`src/rtl/joy_scan_pkg.sv`:
```
// Shared types and sizing helpers for the serial joystick scanner.
// Used by joy_serial_scan and its optional JOY_SCAN_DEBOUNCE_EN debounce stage.
package joy_scan_pkg;

    typedef enum logic [2:0] {
        ST_IDLE,
        ST_LOAD,
        ST_LOW,
        ST_HIGH,
        ST_COMMIT,
        ST_GAP
    } state_t;

    // Width able to hold 0..n, never narrower than one bit.
    function automatic int cnt_w(input int n);
        return (n < 1) ? 1 : $clog2(n + 1);
    endfunction

    function automatic int scan_period(
        input int half,
        input int bits_n,
        input int gap
    );
        return half + 2 * half * bits_n + 1 + gap;
    endfunction

endpackage

```
`src/rtl/joy_scan_debounce.sv`:
```
// Two-scan agreement register: a bit follows the chain only when
// two consecutive scans report the same value for it.
module joy_scan_debounce
    import joy_scan_pkg::*;
#(
    parameter int W = 24
) (
    input  logic         clk_sys,
    input  logic         reset,
    input  logic         clear,
    input  logic         load,
    input  logic [W-1:0] raw,
    output logic [W-1:0] q
);

    logic [W-1:0] prev;
    logic [W-1:0] agree;
    logic         primed;

    assign agree = ~(raw ^ prev);

    always_ff @(posedge clk_sys) begin
        if (reset || clear) begin
            prev   <= '0;
            primed <= 1'b0;
            q      <= '0;
        end else if (load) begin
            prev   <= raw;
            primed <= 1'b1;
            // first scan after a clear only fills history
            if (primed) begin
                q <= (q & ~agree) | (raw & agree);
            end
        end
    end

endmodule

```
`src/rtl/joy_serial_scan.sv`:
```
// Serial-shift (74HC165-style) joystick chain reader, PLAYERS x BITS.
// Define JOY_SCAN_DEBOUNCE_EN to require two agreeing scans per bit change.
module joy_serial_scan
    import joy_scan_pkg::*;
#(
    parameter int PLAYERS = 2,
    parameter int BITS    = 12,
    parameter int HALF    = 21,
    parameter int GAP     = 420
) (
    input  logic                      clk_sys,
    input  logic                      reset,
    input  logic                      enable,
    input  logic                      joy_data,
    output logic                      joy_clk,
    output logic                      joy_load,
    output logic [PLAYERS*BITS-1:0]   joystick,
    output logic                      frame_stb
);

    localparam int N  = PLAYERS * BITS;
    localparam int HW = cnt_w(HALF);
    localparam int KW = cnt_w(N);
    localparam int GW = cnt_w(GAP);

    localparam logic [HW-1:0] H_LAST = HW'(HALF - 1);
    localparam logic [KW-1:0] K_LAST = KW'(N - 1);
    localparam logic [GW-1:0] G_LAST = GW'((GAP > 0) ? GAP - 1 : 0);

    state_t        state;
    logic [HW-1:0] hcnt;
    logic [KW-1:0] k;
    logic [GW-1:0] gcnt;
    logic [N-1:0]  shift;
    logic          sync1;
    logic          sync2;
    logic          commit_go;

    assign commit_go = enable && (state == ST_COMMIT);

    always_ff @(posedge clk_sys) begin
        if (reset) begin
            sync1 <= 1'b1;
            sync2 <= 1'b1;
        end else begin
            sync1 <= joy_data;
            sync2 <= sync1;
        end
    end

    always_ff @(posedge clk_sys) begin
        if (reset || !enable) begin
            state     <= ST_IDLE;
            hcnt      <= '0;
            k         <= '0;
            gcnt      <= '0;
            shift     <= '0;
            joy_clk   <= 1'b0;
            joy_load  <= 1'b1;
            frame_stb <= 1'b0;
        end else begin
            frame_stb <= 1'b0;
            unique case (state)
                ST_IDLE: begin
                    state    <= ST_LOAD;
                    hcnt     <= '0;
                    joy_load <= 1'b0;
                end
                ST_LOAD: begin
                    if (hcnt == H_LAST) begin
                        state    <= ST_LOW;
                        hcnt     <= '0;
                        k        <= '0;
                        joy_load <= 1'b1;
                    end else begin
                        hcnt <= hcnt + 1'b1;
                    end
                end
                ST_LOW: begin
                    if (hcnt == H_LAST) begin
                        shift[k] <= sync2;
                        state    <= ST_HIGH;
                        hcnt     <= '0;
                        joy_clk  <= 1'b1;
                    end else begin
                        hcnt <= hcnt + 1'b1;
                    end
                end
                ST_HIGH: begin
                    if (hcnt == H_LAST) begin
                        hcnt    <= '0;
                        joy_clk <= 1'b0;
                        if (k == K_LAST) begin
                            state <= ST_COMMIT;
                        end else begin
                            k     <= k + 1'b1;
                            state <= ST_LOW;
                        end
                    end else begin
                        hcnt <= hcnt + 1'b1;
                    end
                end
                ST_COMMIT: begin
                    frame_stb <= 1'b1;
                    k         <= '0;
                    gcnt      <= '0;
                    if (GAP == 0) begin
                        state    <= ST_LOAD;
                        joy_load <= 1'b0;
                    end else begin
                        state <= ST_GAP;
                    end
                end
                ST_GAP: begin
                    if (gcnt == G_LAST) begin
                        state    <= ST_LOAD;
                        gcnt     <= '0;
                        joy_load <= 1'b0;
                    end else begin
                        gcnt <= gcnt + 1'b1;
                    end
                end
                default: begin
                    state <= ST_IDLE;
                end
            endcase
        end
    end

`ifdef JOY_SCAN_DEBOUNCE_EN
    joy_scan_debounce #(
        .W(N)
    ) u_debounce (
        .clk_sys (clk_sys),
        .reset   (reset),
        .clear   (!enable),
        .load    (commit_go),
        .raw     (~shift),
        .q       (joystick)
    );
`else
    always_ff @(posedge clk_sys) begin
        if (reset || !enable) begin
            joystick <= '0;
        end else if (commit_go) begin
            joystick <= ~shift;
        end
    end
`endif

endmodule

```
`config.mk`:
```
export PLATFORM = sky130hd
export DESIGN_NAME = joy_serial_scan
export DESIGN_NICKNAME = d
export VERILOG_FILES = /design/src/rtl/joy_scan_pkg.sv /design/src/rtl/joy_scan_debounce.sv /design/src/rtl/joy_serial_scan.sv
export SDC_FILE = /design/constraint.sdc
export NUM_CORES = 1
export LEC_CHECK = 0
export CORE_ASPECT_RATIO = 1.75
export CORE_UTILIZATION = 35
export DETAILED_ROUTE_END_ITERATION = 7
export MAX_ROUTING_LAYER = met4
export PLACE_DENSITY = 0.61
export SYNTH_ARGS = -nofsm -noshare
export SYNTH_HDL_FRONTEND = slang
export SYNTH_SLANG_ARGS = --single-unit
```
`constraint.sdc`:
```
create_clock -name clk_sys -period 2.5 [get_ports clk_sys]
set_input_delay 0.25 -clock clk_sys [delete_from_list [all_inputs] [get_ports clk_sys]]
set_output_delay 0.25 -clock clk_sys [all_outputs]
set_load 0.01 [all_outputs]
```
==> metrics <==
first-pass GRT wire length 11.6 mm; global-route usage over all layers 16.4%; die height 129 µm; Syn Inst Count 365; layout cells sized above 1 7.65%; Post-CTS Setup Inserts 0; Syn Area/Cell 8.81 µm²; post-CTS sizing 0; Pins Over Slew Limit 0; initial core utilization 36.6%; power density over cell area 643 nW/µm²; Slew @ Worst Pin 0.692 ns; H-tree levels 3; core area 8780 µm²; router iterations before antenna repair 4; antenna cell count 0; RSZ-0062 raised after global routing false; antenna violations before repair 0; fmax 499 MHz; Final ANT Viol Nets 0; Final Cycle Share 80.1%; ys flop type dfxtp_1; Setup Crit Path Kind flip-flop to flip-flop; Rel. slew slack 53.2%; Longest Clk Path Bufs 2; Detailed Route Iter0 Violations 107; post-detailed-route wirelength per cell 13.4 µm; cts hold-fix bufs 0; Crit path required time 2.77 ns; fin nets 399; clock sinks 75; I/O Buffers 30; WP data arrival 2.27 ns; asr flop ratio synth 0%; routability cong. 0.786; Pleak 1.36 nW; Seq/Total Area, Yosys 46.7%; global route total overflow 0; Worst VDD drop 318 µV; DPL Wire Length 4.83 mm; commonest non-fill, non-tap cells in the layout dfxtp_1, nand2_1, nor2_1; unique cell type count in the Yosys netlist 42; hold_ws 0.415 ns; Post-Syn Area 3220 µm²; clock-pin transition on the worst setup and hold timing paths 0.06 ns; io pins 31; Max-cap violations 0; DRT Wirelength 6.83 mm; synth-to-layout area growth 21.8%; Setup violations, final 0; FF+latch count, synth 75; crit start category flip-flop; Hold WC Path Type flip-flop to flip-flop; EDFF count, synth 0; Fillers 917; synth warn 0; Vias per Instance 5.09; CTS Buf Count 9; Sum Neg Setup Slack 0 ns; Crit Path Max Fanout 7; DIE AREA 9590 µm²; Setup crit end kind flip-flop; vias after detailed routing 2589; largest net degree at the start of global routing 50; most common cell after layout, fill and taps aside dfxtp_1; worst skew pair latency 0.34 ns; die width 74.5 µm; DRC 0; TritonCTS clock tree yes; Net Count, Synth 376; Clock Skews 0.00523 ns; vias in the first global route 2525; post-layout min period 2.00 ns; # rows 45; CTS root buffer clkbuf_16; Tot Pwr 2.52 mW; status finished clean; final hold vios 0
[critical path: stages (launching register included)]
cell and delay [ns]:
dfxtp_1 0.34, ha_1 0.24, and4b_4 0.21, a2111o_1 0.50, or4_1 0.50, a21oi_1 0.14
[synth_stat cells (all sizes together), types with 7 or more instances]
library cell | n | share of area [%]
nand2 | 55 | 6.4
o211ai | 10 | 2.3
nor3 | 8 | 1.2
mux2i | 22 | 6.8
nor2b | 7 | 1.4
ha | 7 | 2.7
a21oi | 17 | 2.6
nand3 | 12 | 1.9
clkbuf | 23 | 2.7
dfxtp | 75 | 47
nor2 | 34 | 4.0
o31ai | 7 | 1.6
a211oi | 26 | 6.2
[path summary, 6_finish.rpt]
path	start	end	slack, ns	depth (start not counted)
max	k[0]	k[1]	0.50	5
min	sync1	sync2	0.42	1
max reg2reg	k[0]	k[1]	0.50	5
min reg2reg	sync1	sync2	0.42	1
[final cells by class]
class,instances,area [µm²],area share [%]
clock inverters,5,55.1,1.40
flip-flops and latches,75,1500,38.3
inverters,6,22.5,0.575
multi-input cells,258,1590,40.6
clock buffers,10,229,5.84
repair buffers,38,373,9.51
well taps,117,146,3.74
[per-stage QoR]
stage	setup slack [ns]	instance area [µm²]	util, %	cells
after floorplan	0.626	3220	-	365
after global placement	0.553	3630	41.4	494
after detailed placement	0.512	3630	41.4	494
after CTS	0.496	3920	44.6	509
after global routing	0.353	3920	44.6	509
final	0.498	3920	44.6	509
[cell families (layout without fill, tap and decap cells)]
kind of cell | count (synthesis) | count (layout) | synth area share, %
multiplexers | 22 | 22 | 6.85
XOR/XNOR | 3 | 3 | 0.817
AND/OR/NAND/NOR | 151 | 151 | 22.9
adder cells (fa/ha/maj) | 7 | 7 | 2.72
flip-flops | 75 | 75 | 46.7
AO/OA/AOI/OAI | 75 | 75 | 15.9
buffers and inverters | 32 | 59 | 4.08
[flip-flops by register name (all words and copies together) (netlist names)]
register and count:
frame_stb 1, gcnt 9, hcnt 5, joy_clk 1, joy_load 1, joystick 24, k 5, shift 24
state 3, sync1 1, sync2 1
[power by group]
group / total [mW] / switching, mW / internal, mW
logic: 0.0637 / 0.0417 / 0.0220
clock network: 1.25 / 0.491 / 0.763
registers: 1.20 / 0.00197 / 1.20
total: 2.52 / 0.535 / 1.98
[metal layers]
| metal | global-route usage [%] | vias up | part of all wire [%] |
|---|---|---|---|
| met1 | 16.5 | 1210 | 42 |
| met4 | 9.99 | 0 | 2.6 |
| met2 | 28.2 | 35 | 53 |
| met5 | - | - | 0 |
| li1 | - | 1332 | - |
| met3 | 2.98 | 12 | 2.5 |
Power figures use the tool's default switching activity.
